==> src/rtl/qcl_address_generator.sv <==
// qcl_address_generator: command-driven burst address generator with optional aligned-window wrap.
// Ports:
//   clk_i, reset_i                 clock, async active-high reset
//   cmd_v_i / cmd_ready_o          command handshake (accepted only in IDLE)
//   base_i, stride_i, len_i        burst start address, per-beat increment, beat count
//   wrap_en_i, wrap_lg_i           wrap inside an aligned 2^wrap_lg_i window
//   addr_o, v_o, ready_i, last_o   address stream handshake, last marks the final beat
//   done_o                         one-cycle pulse after the last beat transfers
//   busy_o                         burst (or its done cycle) in progress
module qcl_address_generator #(
    parameter int addr_width_p    = 16,
    parameter int len_width_p     = 8,
    parameter int wrap_lg_width_p = 5
) (
    input  logic                       clk_i,
    input  logic                       reset_i,
    input  logic                       cmd_v_i,
    output logic                       cmd_ready_o,
    input  logic [addr_width_p-1:0]    base_i,
    input  logic [addr_width_p-1:0]    stride_i,
    input  logic [len_width_p-1:0]     len_i,
    input  logic                       wrap_en_i,
    input  logic [wrap_lg_width_p-1:0] wrap_lg_i,
    output logic [addr_width_p-1:0]    addr_o,
    output logic                       v_o,
    input  logic                       ready_i,
    output logic                       last_o,
    output logic                       done_o,
    output logic                       busy_o
);
    typedef enum logic [1:0] {IDLE, RUN, DONE} state_e;
    state_e                     state_q;
    logic [addr_width_p-1:0]    base_q, stride_q, offset_q, offset_d, addr_q, addr_d, sum_d, mask_d;
    logic [len_width_p-1:0]     rem_q;
    logic                       wrap_en_q, v_q, last_q, done_q;
    logic [wrap_lg_width_p-1:0] wrap_lg_q, lg_d;
    // Address for the beat after the current one; registered so addr_o is glitch-free.
    // The mask is built one bit wider so a window equal to the full address width yields all ones.
    always_comb begin
        lg_d     = (32'(wrap_lg_q) > 32'(addr_width_p)) ? wrap_lg_width_p'(addr_width_p) : wrap_lg_q;
        mask_d   = addr_width_p'(((addr_width_p+1)'(1) << lg_d) - (addr_width_p+1)'(1));
        offset_d = offset_q + stride_q;
        sum_d    = base_q + offset_d;
        addr_d   = wrap_en_q ? ((base_q & ~mask_d) | (sum_d & mask_d)) : sum_d;
    end
    always_ff @(posedge clk_i or posedge reset_i) begin
        if (reset_i) begin
            state_q   <= IDLE;
            base_q    <= '0;
            stride_q  <= '0;
            offset_q  <= '0;
            addr_q    <= '0;
            rem_q     <= '0;
            wrap_en_q <= 1'b0;
            wrap_lg_q <= '0;
            v_q       <= 1'b0;
            last_q    <= 1'b0;
            done_q    <= 1'b0;
        end else begin
            case (state_q)
                IDLE: if (cmd_v_i) begin
                    base_q    <= base_i;
                    stride_q  <= stride_i;
                    offset_q  <= '0;
                    addr_q    <= base_i;
                    rem_q     <= len_i;
                    wrap_en_q <= wrap_en_i;
                    wrap_lg_q <= wrap_lg_i;
                    state_q   <= (len_i != '0) ? RUN : DONE;
                    v_q       <= (len_i != '0);
                    last_q    <= (len_i == len_width_p'(1));
                    done_q    <= (len_i == '0);
                end
                RUN: if (ready_i) begin
                    offset_q <= offset_d;
                    addr_q   <= addr_d;
                    rem_q    <= rem_q - len_width_p'(1);
                    last_q   <= (rem_q == len_width_p'(2));
                    if (last_q) begin
                        state_q <= DONE;
                        v_q     <= 1'b0;
                        last_q  <= 1'b0;
                        done_q  <= 1'b1;
                    end
                end
                DONE: begin
                    state_q <= IDLE;
                    done_q  <= 1'b0;
                end
                default: state_q <= IDLE;
            endcase
        end
    end
    assign cmd_ready_o = (state_q == IDLE);
    assign busy_o      = (state_q != IDLE);
    assign addr_o      = addr_q;
    assign v_o         = v_q;
    assign last_o      = last_q;
    assign done_o      = done_q;
    assert property (@(posedge clk_i) disable iff (reset_i)
        v_o && !ready_i |=> v_o && $stable(addr_o) && $stable(last_o));
    assert property (@(posedge clk_i) disable iff (reset_i) done_o |=> !done_o);
endmodule

==> config.mk <==
export PLATFORM = sky130hd
export DESIGN_NAME = qcl_address_generator
export DESIGN_NICKNAME = d
export VERILOG_FILES = /design/src/rtl/qcl_address_generator.sv
export SDC_FILE = /design/constraint.sdc
export NUM_CORES = 1
export LEC_CHECK = 0
export CAP_MARGIN = 20
export CORE_MARGIN = 1.5
export CORE_UTILIZATION = 35
export DETAILED_ROUTE_END_ITERATION = 10
export GPL_TIMING_DRIVEN = 0
export SKIP_CTS_REPAIR_TIMING = 1
export SLEW_MARGIN = 5
export SYNTH_ARGS = -nofsm -noshare
export SYNTH_HDL_FRONTEND = slang
export SYNTH_SLANG_ARGS = --single-unit
export TNS_END_PERCENT = 30
==> constraint.sdc <==
create_clock -name clk_i -period 3.4 [get_ports clk_i]
set_input_delay 0.34 -clock clk_i [delete_from_list [all_inputs] [get_ports clk_i]]
set_output_delay 0.34 -clock clk_i [all_outputs]
set_load 0.02 [all_outputs]
==> results of run 1 <==
## flip-flops by register name, indices dropped and copies added, names as in the netlist
register / cells
addr_o: 16
base_q: 16
done_o: 1
last_o: 1
offset_q: 16
rem_q: 8
state_q: 2
stride_q: 16
v_o: 1
wrap_en_q: 1
wrap_lg_q: 5
## routing by layer
| metal | vias to the layer above | part of all wire (%) | track usage (%) |
|---|---|---|---|
| met5 | - | 0 | 0 |
| met1 | 2323 | 47 | 25.3 |
| met4 | 0 | 1.4 | 5.82 |
| li1 | 2314 | - | - |
| met3 | 18 | 3.9 | 3.80 |
| met2 | 122 | 48 | 31.1 |
## cell type report
class,count,area [µm²]
plain buffers,26,97.6
clock buffers,14,264
clock inverters,2,10.0
fillers,1504,8290
inverters,16,62.6
multi-input cells,454,3390
flip-flops and latches,83,2080
well taps,211,264
repair buffers,81,807
## cell usage after synthesis (3+ instances only)
cell / instances / area (µm²)
sky130_fd_sc_hd__and3_1: 7 / 43.8
sky130_fd_sc_hd__clkbuf_1: 21 / 78.8
sky130_fd_sc_hd__a21oi_1: 42 / 210
sky130_fd_sc_hd__nand2_1: 54 / 203
sky130_fd_sc_hd__nand3_1: 16 / 80.1
sky130_fd_sc_hd__buf_1: 5 / 18.8
sky130_fd_sc_hd__nor4_1: 4 / 25.0
sky130_fd_sc_hd__a22o_1: 16 / 140
sky130_fd_sc_hd__xor2_1: 12 / 105
sky130_fd_sc_hd__mux2i_1: 5 / 50.1
sky130_fd_sc_hd__nand2b_1: 11 / 68.8
sky130_fd_sc_hd__and2_1: 4 / 25.0
sky130_fd_sc_hd__o31ai_1: 4 / 30.0
sky130_fd_sc_hd__nand4_1: 5 / 31.3
sky130_fd_sc_hd__nor2b_1: 6 / 37.5
sky130_fd_sc_hd__o22ai_1: 3 / 18.8
sky130_fd_sc_hd__a31oi_1: 6 / 37.5
sky130_fd_sc_hd__or3_1: 3 / 18.8
sky130_fd_sc_hd__dfrtp_1: 83 / 2080
sky130_fd_sc_hd__nor2_1: 38 / 143
sky130_fd_sc_hd__a21boi_2: 3 / 33.8
sky130_fd_sc_hd__o211ai_1: 10 / 75.1
sky130_fd_sc_hd__o2111ai_1: 3 / 26.3
sky130_fd_sc_hd__mux2_2: 42 / 473
sky130_fd_sc_hd__nor3_1: 8 / 40.0
sky130_fd_sc_hd__a32oi_1: 6 / 52.6
sky130_fd_sc_hd__xnor2_1: 12 / 105
sky130_fd_sc_hd__a21o_1: 9 / 67.6
sky130_fd_sc_hd__inv_1: 16 / 60.1
sky130_fd_sc_hd__ha_1: 39 / 488
sky130_fd_sc_hd__o21ai_0: 49 / 245
## cells by family after synthesis
logic type	synth area share, %
DFF	37.9
muxes	9.55
and+or+nand+nor	14.3
adders and majority gates	9.64
buffers and inverters	2.88
AOI/OAI and AO/OA	21.9
xor gates and xnor gates	3.84
## per-stage QoR
stage	TNS, ps	setup WS, ps	utilization, %	cells	hold WS (ps)
floorplan	0	7.75	-	579	469
global placement	-47720	-569	42.3	860	488
detailed placement	-1960	-561	42.5	861	485
CTS	-2180	-594	44.3	877	293
global route	-2270	-633	45.7	887	312
finish	-853	-400	45.7	887	288
## final timing paths
check,to,depth (start not counted),from,slack [ps]
max in group asynchronous,addr_o[0],3,reset_i,2500
min,offset_q[12],2,reset_i,290
max,addr_o[15],17,offset_q[0],-400
min in group clk_i,offset_q[15],2,offset_q[15],500
min reg2reg,offset_q[15],2,offset_q[15],500
max reg2reg,addr_o[15],17,offset_q[0],-400
==> impl_results.md, run 1 <==
- Outcome: finished, violations left
- Violated checks: negative setup slack
- Dominant delay contributor by cell family on the critical path: compound AO/OA/AOI/OAI gates
- Syn Std Cell Area: 5480 µm²
- Average cell area after synthesis: 9.46 µm²
- Maxcap violations: 0
- Startpoint-to-endpoint class of the critical path: register to register
- Total GRT Usage: a little under a fifth
- Clock transition at the registers of the reported paths: 60 ps
- Final critical path time including I/O delays and setup: 3800 ps
- Maximum clock rate: 0.263 GHz
- Count of flip-flops with a built-in enable after synthesis: 0
- Max-slew headroom at the worst pin: 46.3%
- Fraction of final layout cells sized beyond drive strength 1: 15.4%
- Site row count: between 40 and 50
- Seq cells post-synth: 83
- Count of input and output buffers: 70
- Congestion Overflow GR: 0
- Synth cell types: 57
- Portion of the clock cycle consumed by the worst path in the final layout: 112%
- Number of iterations in the first detailed-routing pass: 5
- Worst-Skew Late Latency: 350 ps
- Synth warnings: 0
- Most common library cell in the layout ignoring fill and taps: sky130_fd_sc_hd__dfrtp_1
- Post-detailed-route count of antenna-violating nets: 0
- Synthesis-to-finish area growth: 27.2%
- Gate count after technology mapping: 579
- Clk buf depth: 2
- Nets@finish: 762
- Net count of the mapped netlist: 670
- Clock tree root driver cell: sky130_fd_sc_hd__clkbuf_16
- WP data arrival: 4020 ps
- CP Launch Type: register
- DRC violation count after routing: 0
- Final wirelength: approximately 15000 µm
- Sequential fraction of the synthesis area: 37.9%
- Transition time at the pin with the least slew margin: ~810 ps
- Iter 0 DRT Violations: 348
- Final worst setup slack: -400 ps
- DIE AREA: 16400 µm²
- Buffers & Inverters on Critical Path: 1
- Antenna violations before repair: 0
- Core Region: 15300 µm²
- Chip width: 128 µm
- Pin count of the biggest net entering global routing: 67
- RSZ-0062 raised after global routing: yes
- Setup Viol. Count Final: 4
- Cell Chain, Critical Path: ha_2 -> inv_2 -> fa_2 -> nor2b_4 -> o21ai_4 -> a21boi_4 -> nor3_4 -> o31ai_2 -> xor2_1 -> ha_1 -> a21oi_2 -> o221ai_2 -> a31oi_4 -> o21ai_2 -> nor3b_1 -> a311oi_1 -> nand3_1
- Vias after detailed routing: between 4k and 5k
- Share of synthesized registers carrying an async set or reset: between 90% and 100%
- Top-Level Pins: 71
- Number of global-route vias before repair: 4734
- Primary FF master, synth: sky130_fd_sc_hd__dfrtp_1
- Wire length of the first global-routing pass: 24300 µm
- Required time of the critical path: roughly 3600 ps
- TritonCTS clock tree: yes
- Number of antenna diodes: 0
- DP Area: 6480 µm²
- Final Cell Area: 6970 µm²
- Vertical extent of the die: 128 µm
- Final number of hold-violating endpoints: 0
- Vias per cell: 5.39
- Clock sink total: 83
- Initial core utilization: a little over a third
- Cts bufs inserted: 9
- Average detailed-routed wire length per instance: 16.9 µm
- Post-detail-place hpwl: 11100 µm
- Worst setup skew after layout: 3.53 ps
- Critical Path Slowest Stage Cell: sky130_fd_sc_hd__fa_2
- Final Wtd Congestion: 0.877
- Hold/Removal Path Class: input port to asynchronous set/reset pin
- Max incr delay on CP: 410 ps
- Critical path fanouts, max: 4
- Nature of the critical path endpoint: register
- Top library cells by usage in the layout, fill and taps aside: 83 x sky130_fd_sc_hd__dfrtp_1, 70 x sky130_fd_sc_hd__clkdlybuf4s50_1, 54 x sky130_fd_sc_hd__nand2_1, 44 x sky130_fd_sc_hd__o21ai_0, 42 x sky130_fd_sc_hd__mux2_2
- H-tree depth reported by CTS: 3
- Max-slew violation total from the final report: 0
Power of run 1 is not shown: default switching activity piles up to over one toggle a cycle in this logic, so the estimate is an artifact.
==> run 2, diff against run 1 <==
--- a/config.mk
+++ b/config.mk
@@ -9,7 +9,7 @@
 export CORE_MARGIN = 1.5
 export CORE_UTILIZATION = 35
 export DETAILED_ROUTE_END_ITERATION = 10
-export GPL_TIMING_DRIVEN = 0
+export GPL_ROUTABILITY_DRIVEN = 0
 export SKIP_CTS_REPAIR_TIMING = 1
 export SLEW_MARGIN = 5
 export SYNTH_ARGS = -nofsm -noshare
==> constraint.sdc (replaced) <==
create_clock -name clk_i -period 3.4 [get_ports clk_i]
set_input_delay 0.34 -clock clk_i [delete_from_list [all_inputs] [get_ports clk_i]]
set_output_delay 0.34 -clock clk_i [all_outputs]
set_load 0.1 [all_outputs]
==> impl_results.md, run 2 (synthesis gave the netlist of run 1 again) <==
- Startpoint-to-endpoint class of the critical path: register to register
- H-tree depth reported by CTS: 3
- Post-detail-place hpwl: 10100 µm
- WP data arrival: 3700 ps
- Total GRT Usage: between 10% and 20%
- Portion of the clock cycle consumed by the worst path in the final layout: 102%
- Outcome: finished, violations left
- Pin count of the biggest net entering global routing: 48
- Worst setup skew after layout: about 7.3 ps
- Critical Path Slowest Stage Cell: sky130_fd_sc_hd__dfrtp_1
- Fraction of final layout cells sized beyond drive strength 1: 20.8%
- Post-detailed-route count of antenna-violating nets: 0
- Chip width: 128 µm
- DRC violation count after routing: 0
- Final worst setup slack: -80.3 ps
- Iter 0 DRT Violations: 318
- TritonCTS clock tree: yes
- Number of antenna diodes: 0
- Filler Cells Inserted: 1477
- Final Cell Area: 7080 µm²
- Synthesis-to-finish area growth: 29.3%
- Vertical extent of the die: between 100 and 150 µm
- Cts bufs inserted: 9
- Max-slew violation total from the final report: 0
- Violated checks: negative setup slack
- Crit. path cell count: 17
- Final critical path time including I/O delays and setup: 3480 ps
- Clock transition at the registers of the reported paths: 60 ps
- DP Area: between 6000 and 7000 µm²
- Initial core utilization: 35.9%
- Vias after detailed routing: 4671
- Dominant delay contributor by cell family on the critical path: compound AO/OA/AOI/OAI gates
- RSZ-0062 raised after global routing: yes
- Required time of the critical path: ~3600 ps
- Nature of the critical path endpoint: register
- Worst-Skew Late Latency: 340 ps
- Number of global-route vias before repair: 4698
- Clock sink total: 83
- Cell with the most instances on the worst path: sky130_fd_sc_hd__o21ai_2
- Nets@finish: 765
- Cell Chain, Critical Path: ha_2 -> inv_2 -> fa_2 -> nor2b_2 -> o21ai_2 -> a21boi_2 -> nor3_4 -> o31ai_2 -> xor2_1 -> ha_1 -> a21oi_2 -> o221ai_2 -> a31oi_4 -> o21ai_2 -> nor3b_1 -> a311oi_1 -> nand3_1
- Final wirelength: roughly 14000 µm
- Critical path fanouts, max: 3
- Core Region: 15300 µm²
- Most common library cell in the layout ignoring fill and taps: sky130_fd_sc_hd__dfrtp_1
- Final number of hold-violating endpoints: 0
- Site row count: 45
- Average detailed-routed wire length per instance: 15.8 µm
- Clock tree root driver cell: sky130_fd_sc_hd__clkbuf_16
- Buffers & Inverters on Critical Path: 1
- Count of input and output buffers: 70
- Transition time at the pin with the least slew margin: 977 ps
- Max-slew headroom at the worst pin: 34.6%
- Worst reg-to-reg path cell count: 17
- Wire length of the first global-routing pass: 23500 µm
- Number of iterations in the first detailed-routing pass: 4
- Area of combinational cells with multiple inputs: 3380 µm²
- Maximum clock rate: 0.287 GHz
- Max incr delay on CP: 360 ps
- Clk buf depth: 2
- Top library cells by usage in the layout, fill and taps aside: 83 x sky130_fd_sc_hd__dfrtp_1, 68 x sky130_fd_sc_hd__clkdlybuf4s50_1, 53 x sky130_fd_sc_hd__nand2_1, 45 x sky130_fd_sc_hd__o21ai_0, 42 x sky130_fd_sc_hd__mux2_2
- Hold/Removal Path Class: input port to asynchronous set/reset pin
- Setup Viol. Count Final: 2
- Congestion Overflow GR: 0
- Storage cell area: 2080 µm²
- CP Launch Type: register
- DIE AREA: 16400 µm²
- Antenna violations before repair: 0
- Maxcap violations: 0
- Vias per cell: 5.25
- Top-Level Pins: 71
-- run 2: changes by cell type in the layout (fill, tap and decap cells not counted), sizes merged --
cell           previous run  this run
buf                      16        42
clkbuf                   35        11
clkdlybuf4s50            70        68
clkinv                    2         4
bufinv                    0         1
clkinvlp                  0         1
inv                      16        15
-- run 2: cell type report --
class	count	share of cell area (%)
clock inverter	5	0.742
inverter	16	0.866
multi-input combinational	454	47.7
sequential	83	29.3
tap	211	3.73
timing repair buffer	110	14.2
clock buffer	11	3.43
-- run 2: worst paths after layout --
check                           slack, ps   startpoint            to
worst max register to register        -80  offset_q[0]    addr_o[15]
worst min register to register        510  offset_q[7]   offset_q[7]
max in group asynchronous            2130      reset_i     addr_o[9]
worst min-delay path                  480      reset_i  offset_q[13]
min in group clk_i                    510  offset_q[7]   offset_q[7]
worst max-delay path                  -80  offset_q[0]    addr_o[15]
-- run 2: routing by layer --
metal	global-route usage, %	vias to the layer above	routed length, µm
met2	30.6	100	6870
met5	0	-	0
li1	-	2312	-
met3	4.17	19	653
met1	23.5	2240	6290
met4	4.49	0	249
-- run 2: worst reg2reg max path, stage by stage, from the launching register on --
cell	delay, ps
sky130_fd_sc_hd__dfrtp_1	360
sky130_fd_sc_hd__ha_2	190
sky130_fd_sc_hd__inv_2	40
sky130_fd_sc_hd__fa_2	360
sky130_fd_sc_hd__nor2b_2	130
sky130_fd_sc_hd__o21ai_2	70
sky130_fd_sc_hd__a21boi_2	220
sky130_fd_sc_hd__nor3_4	70
sky130_fd_sc_hd__o31ai_2	200
sky130_fd_sc_hd__xor2_1	270
sky130_fd_sc_hd__ha_1	320
sky130_fd_sc_hd__a21oi_2	180
sky130_fd_sc_hd__o221ai_2	140
sky130_fd_sc_hd__a31oi_4	230
sky130_fd_sc_hd__o21ai_2	100
sky130_fd_sc_hd__nor3b_1	140
sky130_fd_sc_hd__a311oi_1	250
sky130_fd_sc_hd__nand3_1	100
-- run 2: per-stage QoR --
| step | setup TNS [ps] | setup WS, ps | hold slack (ps) | util [%] | instances |
|---|---|---|---|---|---|
| after floorplan | 0 | 7.75 | 469 | - | 579 |
| after global routing | -1570 | -287 | 523 | 46.4 | 890 |
| after CTS | -547 | -259 | 508 | 45.3 | 885 |
| after global placement | -247 | -125 | 487 | 43.4 | 869 |
| final | -145 | -80.3 | 483 | 46.4 | 890 |
| after detailed placement | -482 | -242 | 496 | 43.4 | 869 |
Power of run 2 is left out for the same reason.
